$ cat src/rtl/rs232_xmit.sv
// 8N1 UART transmitter with RTS flow control and a fractional baud accumulator.
// Define RS232_XMIT_PARITY_EN to insert an even-parity bit before the stop bit.
module rs232_xmit #(
  parameter int CLOCK_FREQ = 133000000,
  parameter int BAUD_RATE  = 12000000
) (
  input  logic       clock,
  input  logic       reset,
  input  logic [7:0] data,
  input  logic       valid,
  output logic       ready,
  output logic       rxd_pin,
  input  logic       rtsn_pin,
  output logic       busy
);

  localparam int ACC_W = $clog2(CLOCK_FREQ + BAUD_RATE);
  localparam logic [ACC_W-1:0] BAUD_INC = ACC_W'(BAUD_RATE);
  localparam logic [ACC_W-1:0] CLK_MOD  = ACC_W'(CLOCK_FREQ);

  typedef enum logic [2:0] {
    S_IDLE,
    S_START,
    S_DATA,
`ifdef RS232_XMIT_PARITY_EN
    S_PARITY,
`endif
    S_STOP
  } state_t;

  state_t           state, state_n;
  logic [ACC_W-1:0] acc, acc_n, acc_sum;
  logic [7:0]       shreg, shreg_n;
  logic [2:0]       bit_cnt, bit_cnt_n;
  logic             rxd_n;
  logic             rts_meta, rts_sync;
  logic             cts, tick, accept;
`ifdef RS232_XMIT_PARITY_EN
  logic             parity, parity_n;
`endif

  assign cts     = ~rts_sync;
  assign busy    = (state != S_IDLE);
  assign ready   = (state == S_IDLE) && cts && !reset;
  assign accept  = valid && ready;
  // Sum cannot wrap: ACC_W bits hold CLOCK_FREQ + BAUD_RATE - 1.
  assign acc_sum = acc + BAUD_INC;
  assign tick    = busy && (acc_sum >= CLK_MOD);

  // NOTE: every output of this block gets a default first, so paths that
  // don't assign it hold the current value instead of inferring a latch.
  always_comb begin
    state_n   = state;
    acc_n     = acc;
    shreg_n   = shreg;
    bit_cnt_n = bit_cnt;
    rxd_n     = rxd_pin;
`ifdef RS232_XMIT_PARITY_EN
    parity_n  = parity;
`endif
    if (busy) acc_n = tick ? acc_sum - CLK_MOD : acc_sum;

    unique case (state)
      S_IDLE: begin
        if (accept) begin
          state_n   = S_START;
          shreg_n   = data;
          bit_cnt_n = '0;
          acc_n     = '0;
          rxd_n     = 1'b0;
`ifdef RS232_XMIT_PARITY_EN
          parity_n  = ^data;
`endif
        end
      end
      S_START: begin
        if (tick) begin
          state_n = S_DATA;
          rxd_n   = shreg[0];
        end
      end
      S_DATA: begin
        if (tick) begin
          shreg_n   = shreg >> 1;
          bit_cnt_n = bit_cnt + 3'd1;
          if (bit_cnt == 3'd7) begin
`ifdef RS232_XMIT_PARITY_EN
            state_n = S_PARITY;
            rxd_n   = parity;
`else
            state_n = S_STOP;
            rxd_n   = 1'b1;
`endif
          end else begin
            rxd_n = shreg[1];
          end
        end
      end
`ifdef RS232_XMIT_PARITY_EN
      S_PARITY: begin
        if (tick) begin
          state_n = S_STOP;
          rxd_n   = 1'b1;
        end
      end
`endif
      S_STOP: begin
        if (tick) begin
          state_n = S_IDLE;
          rxd_n   = 1'b1;
        end
      end
      default: begin
        state_n = S_IDLE;
        rxd_n   = 1'b1;
      end
    endcase
  end

  // NOTE: state registers use non-blocking assignments so every flop samples
  // values from before the edge, independent of statement order.
  always_ff @(posedge clock) begin
    if (reset) begin
      state    <= S_IDLE;
      acc      <= '0;
      shreg    <= '0;
      bit_cnt  <= '0;
      rxd_pin  <= 1'b1;
      rts_meta <= 1'b1;
      rts_sync <= 1'b1;
`ifdef RS232_XMIT_PARITY_EN
      parity   <= 1'b0;
`endif
    end else begin
      state    <= state_n;
      acc      <= acc_n;
      shreg    <= shreg_n;
      bit_cnt  <= bit_cnt_n;
      rxd_pin  <= rxd_n;
      rts_meta <= rtsn_pin;
      rts_sync <= rts_meta;
`ifdef RS232_XMIT_PARITY_EN
      parity   <= parity_n;
`endif
    end
  end

endmodule

$ cat config.mk
export PLATFORM = sky130hd
export DESIGN_NAME = rs232_xmit
export DESIGN_NICKNAME = d
export VERILOG_FILES = /design/src/rtl/rs232_xmit.sv
export SDC_FILE = /design/constraint.sdc
export NUM_CORES = 1
export LEC_CHECK = 0
export ABC_AREA = 1
export ABC_CLOCK_PERIOD_IN_PS = 3350
export BUFFER_PORTS_ARGS = -buffer_cell sky130_fd_sc_hd__buf_4
export CORE_ASPECT_RATIO = 1.75
export CORE_MARGIN = 2
export CORE_UTILIZATION = 30
export CTS_CLUSTER_SIZE = 12
export DETAILED_ROUTE_END_ITERATION = 8
export HOLD_SLACK_MARGIN = 0.1
export PLACE_DENSITY = 0.47
export SLEW_MARGIN = 10
export SYNTH_ARGS = -nofsm -noshare
export SYNTH_HDL_FRONTEND = slang
export SYNTH_SLANG_ARGS = --single-unit
$ cat constraint.sdc
create_clock -name clock -period 3.35 [get_ports clock]
set_input_delay 0.67 -clock clock [delete_from_list [all_inputs] [get_ports clock]]
set_output_delay 0.67 -clock clock [all_outputs]
set_load 0.005 [all_outputs]
; ---- Word level (Yosys, flattened, before mapping)
; Cells that the tools add are included.
[classes]
n_lt_le_gt_ge = 1
n_addsub = 3
eq_ne = 9
mux = 22
bitwise = 1
reduce_logical = 11
[op_table]
columns = cell, count
row1 = 28-bit two-way mux, 4
row2 = "28-bit by 24-bit adder with 28-bit output, second input constant", 1
row3 = "28-bit by 27-bit >= comparator with 1-bit output, second input constant", 1
row4 = "28-bit by 27-bit subtractor with 28-bit output, second input constant", 1
row5 = 3-bit two-way mux, 7
row6 = 8-bit two-way mux, 2
row7 = 8-bit case mux with 2 select lines, 1
row8 = 3-bit case mux with 4 select lines, 1
row9 = "2-bit inequality test, second input constant", 5
row10 = "3-bit by 2-bit == test with 1-bit output, second input constant", 2
row11 = 3-bit case mux with 2 select lines, 1
row12 = 1-bit two-way mux, 5
row13 = 5-bit AND reduction, 1
row14 = 1-bit logical AND, 4
row15 = 1-bit case mux with 4 select lines, 1
row16 = 4-bit AND reduction, 1
row17 = "3-bit by 1-bit adder with 3-bit output, second input constant", 1
row18 = "3-bit by 1-bit == test with 1-bit output, second input constant", 1
row19 = "3-bit == test, second input constant", 1
row20 = 3-bit zero test, 1
row21 = 3-bit AND reduction, 1
row22 = 3-bit nonzero test, 1
row23 = 2-bit nonzero test, 1
row24 = 1-bit zero test, 1
row25 = 1-bit inverter, 1
[totals]
elab_cells = 54
reg_bits = 45
input_bits = 12
output_inout_bits = 3

; ---- Longest topological paths before layout
; Gate-level depths: netlist of run 1.
[logic_depth]
ltp_word = 7
depth_mapped = 24
depth_no_buf = 23

; ---- Worst setup path after synthesis of run 1
; Ideal clock, no wire load.
[synth_timing]
kind = flip-flop to flip-flop
from = register acc[8]
to = register acc[21]
path_buffers = 2
period_less_slack_ps = 2232
path_slack_ps = 1118
t_required_ps = 3215
stages_incl_launch_ff = 21
arrival_time_ps = 2096
cell_sequence = dfxtp_1 -> inv_1 -> ha_1 -> inv_1 -> nand2_1 -> nand2_2 -> nand2_2 -> inv_2 -> nand2_2 -> nand4_2 -> nand2_2 -> nor2_4 -> nand3_1 -> nor2_2 -> nand2_2 -> nand2_4 -> buf_6 -> buf_6 -> nand4_1 -> nand3_1 -> a21oi_1
[synth_via]
elab_chain_len = 7
elab_cells_between_ends = 8
cone_classes = add/sub (2) / order compare (1) / mux (4) / reduce/logical (1)
[synth_rtl]
columns = item, line
row1 = from (decl), 32  ; logic [ACC_W-1:0] acc, acc_n, acc_sum;
row2 = from (signal assigned), 136  ; acc <= acc_n;
row3 = 28-bit by 24-bit adder with 28-bit output *, 47  ; assign acc_sum = acc + BAUD_INC;
row4 = 28-bit by 27-bit >= comparator with 1-bit output, 48  ; assign tick = busy && (acc_sum >= CLK_MOD);
row5 = 1-bit logical AND, 48
row6 = 28-bit two-way mux * (2 in a row), 61  ; if (busy) acc_n = tick ? acc_sum - CLK_MOD : acc_sum;
row7 = 28-bit two-way mux, 65  ; if (accept) begin
row8 = 28-bit two-way mux *, 63  ; unique case (state)
; Every way passes the cells marked *; elsewhere a longest branch is shown, timed or not.
; A chain may end at the register's enable or synchronous reset.

; ---- Final worst setup path of run 1
[layout_timing]
from = register acc[8]
to = register shreg[7]
[layout_via]
elab_chain_len = 5
[layout_rtl]
columns = item, line
row1 = 28-bit by 24-bit adder with 28-bit output, 47
row2 = 28-bit by 27-bit >= comparator with 1-bit output, 48
row3 = 1-bit logical AND, 48
row4 = 2-bit inequality test (no source line), n/a
row5 = 3-bit AND reduction (no source line), n/a
row6 = to (signal assigned), 137  ; shreg <= shreg_n;
row7 = to (decl), 33  ; logic [7:0] shreg, shreg_n;
; No other way between the ends.

==> results.json, run 1 <==
{
  "portBuffers": 14,
  "startpoint": "acc[8]$_SDFF_PP0_",
  "layout_setup_ws_ns": 0.575,
  "r2r_start": "acc[8]$_SDFF_PP0_",
  "start_kind": "flip-flop",
  "dieArea_um2": 10600,
  "slowest_delay_ns": 0.39,
  "place_inst": 604,
  "gp_congestion": 0.807,
  "fmaxAchievable_mhz": 360,
  "rsz0062_at_grt": "false",
  "viasPerCell": 4.75,
  "slew_viol_final": 0,
  "synth_nets": 501,
  "drtIter0Drc": 115,
  "syn2layout_area_growth_pct": 13.2,
  "crit_buf_inv": 3,
  "cp.arrival_ns": 2.97,
  "clock-sinks": 38,
  "clk_pin_slew_worst_paths_ns": 0.06,
  "placed_cell_area_um2": 3120,
  "worstHoldStart": "rts_meta$_SDFF_PP1_",
  "cts_tree": "done",
  "routed_wl_um": 7810,
  "drive_gt1_share_pct": 14.7,
  "cts_max_path_buffers": 2,
  "maxCapViolations": 0,
  "finalCritPeriodShare_pct": 82.8,
  "pre_cts_slack_ns": 0.524,
  "antenna_found_initial": 0,
  "root_buffer": "clkbuf_16",
  "cts_buffers": 5,
  "synth_cell_type_count": 33,
  "detail_route.wl_per_cell_um": 12.8,
  "power-per-cell-area_nw_per_um2": 743,
  "r2r_setup_slack_ns": 0.58,
  "r2r_cells": 20,
  "hold_violations": 0,
  "cp_max_fo": 21,
  "grt_max_degree": 27,
  "path_cells": "inv_1, ha_1, inv_1, nand2_1, nand2_2, nand2_2, nand3_2, nand2_1, o21ai_2, inv_2, nor2_2, nand3_1, nand3_2, nand2_2, nand2_4, nand2_4, a21oi_1, nand2_1, nand2_1, nor2_1",
  "cpMostUsedCell": "nand2_1",
  "power_uw": 2470,
  "pin_count": 15,
  "drc_errors": 0,
  "cp.required_ns": 3.54,
  "cts_setup_buffers": 0,
  "grt_pass1_vias": 2870,
  "yosysSeqAreaShare_pct": 26.0,
  "fp.dieH_um": 135,
  "status": "finished, final reports clean",
  "min_path_type": "flip-flop to flip-flop",
  "num_rows": 47,
  "fp.coreArea_um2": 9470,
  "clock_skew_ns": 0.00852,
  "antenna_left": 0,
  "vias": 2910,
  "vdd_ir_drop_max_mv": 0.363,
  "crit_path_end_kind": "flip-flop",
  "slew-limit-headroom_pct": 69.3,
  "yosys_warnings": 0,
  "fp.dieW_um": 78.7,
  "final_cells": 612,
  "final_area_um2": 3320,
  "start_util_pct": 30.9,
  "hpwlAfterDp_um": 6080,
  "final-setup-viol-count": 0,
  "grt_overflow": 0,
  "r2r-end": "shreg[7]$_SDFFE_PP0P_",
  "cts_resized": 0,
  "worst_path_dominant_cell_family": "simple AND/OR/NAND/NOR gates",
  "synth_area_um2": 2930,
  "antenna_cells": 0,
  "path_depth": 20,
  "clk_latency_ns": 0.29,
  "worst-setup-path-type": "flip-flop to flip-flop",
  "worst_pin_slew_ns": 0.460,
  "grt_pass1_wl_um": 13200,
  "hold_buffers": 0,
  "grt_usage_pct": 16.1,
  "layout_min_cycle_time_ns": 2.77,
  "dr.pass1.iters": 4,
  "tns_ns": 0,
  "nets": 512,
  "synthCells": 478,
  "syn_avg_cell_area_um2": 6.13,
  "p_leak_uw": 0.00153,
  "worstSetupEndpoint": "shreg[7]$_SDFFE_PP0P_",
  "htree_levels": 2,
  "slowest_stage": "dfxtp_1",
  "yosys_register_bits": 38
}
-- sequential cells by signal, summed over array words and instances (netlist names) --
signal and flops:
rts_meta 1, state 2, rts_sync 1, shreg 8, rxd_pin 1, acc 22
bit_cnt 3
-- routing by layer --
metal  track usage, %  up-vias  share of wire [%]
met5                0        -                  0
met3             2.61       16                2.2
met4             8.87        0                3.7
met1             14.9     1308                 37
met2             32.2       44                 57
li1                 -     1542                  -
-- worst min path at each step --
stage          cells after the start                  end
3_3_place_gp                       1  rts_sync$_SDFF_PP1_
3_5_place_dp                       1  rts_sync$_SDFF_PP1_
5_1_grt                            1  rts_sync$_SDFF_PP1_
2_1_floorplan                      1  rts_sync$_SDFF_PP1_
4_1_cts                            1  rts_sync$_SDFF_PP1_
6_report                           1  rts_sync$_SDFF_PP1_
-- synth_stat cells (all sizes together) --
cell type	count	area [um^2]
a211oi	1	7.51
dfxtp	38	761
or3	1	6.26
inv	57	214
nand3	59	310
clkbuf	6	22.5
nand2	176	731
nand4	10	68.8
clkinv	1	3.75
or2	2	12.5
nor3	4	25.0
nor2	43	186
xor2	5	51.3
ha	11	138
a21oi	39	221
nand3b	2	15.0
o31ai	1	7.51
o21ai	13	68.8
o21bai	1	7.51
buf	8	71.3
-- layout make-up --
type	instances	area [um^2]
Timing Repair Buffer	18	135
Multi-Input combinational cell	368	1860
Sequential cell	38	761
Fill cell	1037	6150
Inverter	58	218
Tap cell	122	153
Clock inverter	3	68.8
Clock buffer	5	125
-- power breakdown --
part / internal, uW / leakage, uW / total (uW) / switching, uW
Combinational: 378 / 0.00112 / 1190 / 814
Sequential: 554 / 0.000309 / 640 / 86.8
Clock: 428 / 0.0000940 / 632 / 204
Total: 1360 / 0.00153 / 2470 / 1110
-- cell families (layout without fill, tap and decap cells) --
kind of cell	count (synthesis)	count (layout)	synth area share (%)
xor+xnor	5	5	1.75
simple gates	297	297	46.3
compound gates	55	55	10.7
fa+ha+maj	11	11	4.70
flops	38	38	26.0
buf+inv	72	84	10.6
-- through the flow --
step	utilization [%]	hold slack [ns]
after floorplan	-	0.389
after global placement	33.0	0.403
after detailed placement	33.0	0.400
after CTS	35.0	0.421
after global routing	35.0	0.436
final	35.0	0.417
-- cell usage in the layout (no fill, tap or decap), types with 2 or more instances in the layout --
cell type    n
nand4_1      9
nor3_1       3
ha_1        11
bufinv_16    2
nand3_1     56
nand2_4      5
nand2_2     13
a21oi_1     32
buf_4       18
inv_2        6
nor2_2       4
nor2_1      37
xor2_1       4
a21oi_2      7
inv_1       51
nand3b_1     2
nand3_2      3
nor2_4       2
clkbuf_16    5
nand2_1    158
dfxtp_1     38
or2_2        2
o21ai_0     11
No activity file was read; power rests on OpenSTA's default activity.
==> inputs of run 2 (changes only) <==
ABC_CLOCK_PERIOD_IN_PS = 2700   (was 3350)
clock period = 2.7 ns   (was 3.35 ns; I/O delays follow)
==> run 2 against run 1 <==
Clock skew up 0.0040 ns; sequential share of layout area down 1.1 points; critical path depth unchanged; combinational power up 38%; fmax up 11%; wire length up 7.0%; global-route usage up 0.46 points; cell area up 5.5%; sequential power up 24%; largest power group unchanged.
==> results.json, run 2 (synthesis results as in run 1) <==
{
  "clock-sinks": 38,
  "vdd_ir_drop_max_mv": 0.422,
  "clock_skew_ns": 0.0125,
  "syn2layout_area_growth_pct": 19.5,
  "cts_tree": "done",
  "hold_violations": 0,
  "grt_pass1_vias": 2909,
  "nets": 522,
  "fmaxAchievable_mhz": 401,
  "p_leak_uw": 0.00158,
  "worst-setup-path-type": "flip-flop to flip-flop",
  "pin_count": 15,
  "start_util_pct": 30.9,
  "final_area_um2": 3500,
  "maxCapViolations": 0,
  "utilization_pct": 37.0,
  "cts_buffers": 5,
  "routed_wl_um": 8350,
  "placed_cell_area_um2": 3180,
  "holdWs_ns": 0.416,
  "vias": 2977,
  "fp.coreArea_um2": 9470,
  "largest_reg_flops": 22,
  "grt_pass1_wl_um": 13700,
  "dieArea_um2": 10600,
  "cts_max_path_buffers": 2,
  "rsz0062_at_grt": "true",
  "layout_min_cycle_time_ns": 2.50,
  "reg_top3": "acc x22, shreg x8, bit_cnt x3",
  "antenna_left": 0,
  "worst_pin_slew_ns": 0.452,
  "num_rows": 47,
  "root_buffer": "clkbuf_16",
  "final-setup-viol-count": 0,
  "tns_ns": 0,
  "drc_errors": 0,
  "grt_usage_pct": 16.6,
  "viasPerCell": 4.79,
  "antenna_found_initial": 0,
  "htree_levels": 2,
  "fp.dieH_um": 135,
  "dr.pass1.iters": 5,
  "cp_max_fo": 9,
  "clk_latency_ns": 0.30,
  "slew-limit-headroom_pct": 69.9,
  "cp.arrival_ns": 2.72,
  "detail_route.wl_per_cell_um": 13.4,
  "finalCritPeriodShare_pct": 92.4,
  "final_cell_mix": "nand2_1, nand3_1, inv_1, nor2_1, dfxtp_1",
  "grt_overflow": 0,
  "hpwlAfterDp_um": 6130,
  "status": "finished, final reports clean",
  "fp.dieW_um": 78.7,
  "antenna_cells": 0,
  "layout_commonest_cell": "nand2_1",
  "grt_max_degree": 27,
  "regMostFlops": "acc",
  "drive_gt1_share_pct": 18.4,
  "min_path_type": "flip-flop to flip-flop",
  "slew_viol_final": 0,
  "crit_path_end_kind": "flip-flop",
  "portBuffers": 14,
  "cp.required_ns": 2.92,
  "power-per-cell-area_nw_per_um2": 898,
  "clk_pin_slew_worst_paths_ns": 0.07,
  "start_kind": "flip-flop",
  "drtIter0Drc": 83,
  "nFillCells": 1026,
  "gp_congestion": 0.868
}
[run 2: changes by cell type in the layout (fill, tap and decap cells not counted), moves of 3 or more]
cell	previous run	this run
dfxtp_1	38	35
buf_4	18	24
nand2_8	0	3
nand2_1	158	154
dfxtp_2	0	3
[run 2: metrics by stage]
step | power [uW] | instances | worst slack, ns
after floorplan | 1930 | 478 | 0.468
after global placement | 2300 | 610 | 0.0605
after detailed placement | 2310 | 610 | 0.0211
after CTS | 3040 | 617 | 0.00303
after global routing | 3420 | 621 | -0.0108
final | 3140 | 621 | 0.204
[run 2: routing by layer]
layer | vias up | global-route usage (%) | part of all wire [%]
met4 | 0 | 8.19 | 3.2
met5 | - | 0 | 0
met2 | 57 | 32.4 | 56
met3 | 20 | 2.21 | 3.0
met1 | 1337 | 16.7 | 37
li1 | 1563 | - | -
[run 2: final timing paths]
check,endpoint,slack (ns),from,cells past startpoint
worst min register to register,rts_sync$_SDFF_PP1_,0.42,rts_meta$_SDFF_PP1_,1
worst max register to register,bit_cnt[0]$_SDFFE_PP0P_,0.20,acc[9]$_SDFF_PP0_,20
worst min-delay path,rts_sync$_SDFF_PP1_,0.42,rts_meta$_SDFF_PP1_,1
worst max-delay path,bit_cnt[0]$_SDFFE_PP0P_,0.20,acc[9]$_SDFF_PP0_,20
[run 2: cell type report]
| cell class | instances | area, um^2 | share of cell area, % |
|---|---|---|---|
| clock buffers | 6 | 139 | 3.97 |
| clock inverters | 1 | 30.0 | 0.858 |
| inverters | 58 | 220 | 6.29 |
| multi-input cells | 369 | 1950 | 55.8 |
| flip-flops and latches | 38 | 764 | 21.8 |
| well taps | 122 | 153 | 4.36 |
| repair buffers | 27 | 240 | 6.86 |
[run 2: what timing repair did]
| action | in CTS | in global routing |
|---|---|---|
| buffers inserted | 0 | 2 |
| hold buffers | 0 | 0 |
| hold endpoints to repair | 0 | 0 |
| resized for setup | 0 | 24 |
| endpoints found under the setup margin | 0 | 35 |
[run 2: where the power goes]
part,switching (uW),internal (uW),leakage [uW]
clock network,255,457,0.0000829
logic,1090,543,0.00119
registers,104,690,0.000310
total,1450,1690,0.00158
[run 2: critical path, stage by stage (launching register included)]
cell     delay (ns)
dfxtp_2        0.33
inv_1          0.08
ha_2           0.18
inv_1          0.06
nand2_2        0.09
nand2_4        0.08
nand2_4        0.10
inv_4          0.05
nand2_2        0.07
nand3_1        0.06
nand2_1        0.12
nand2_2        0.08
nor2_4         0.12
nand3_1        0.09
nor2_2         0.15
nand2_2        0.09
nand2_4        0.15
nand2_8        0.10
nor2_1         0.19
o21ai_0        0.11
a21oi_1        0.14
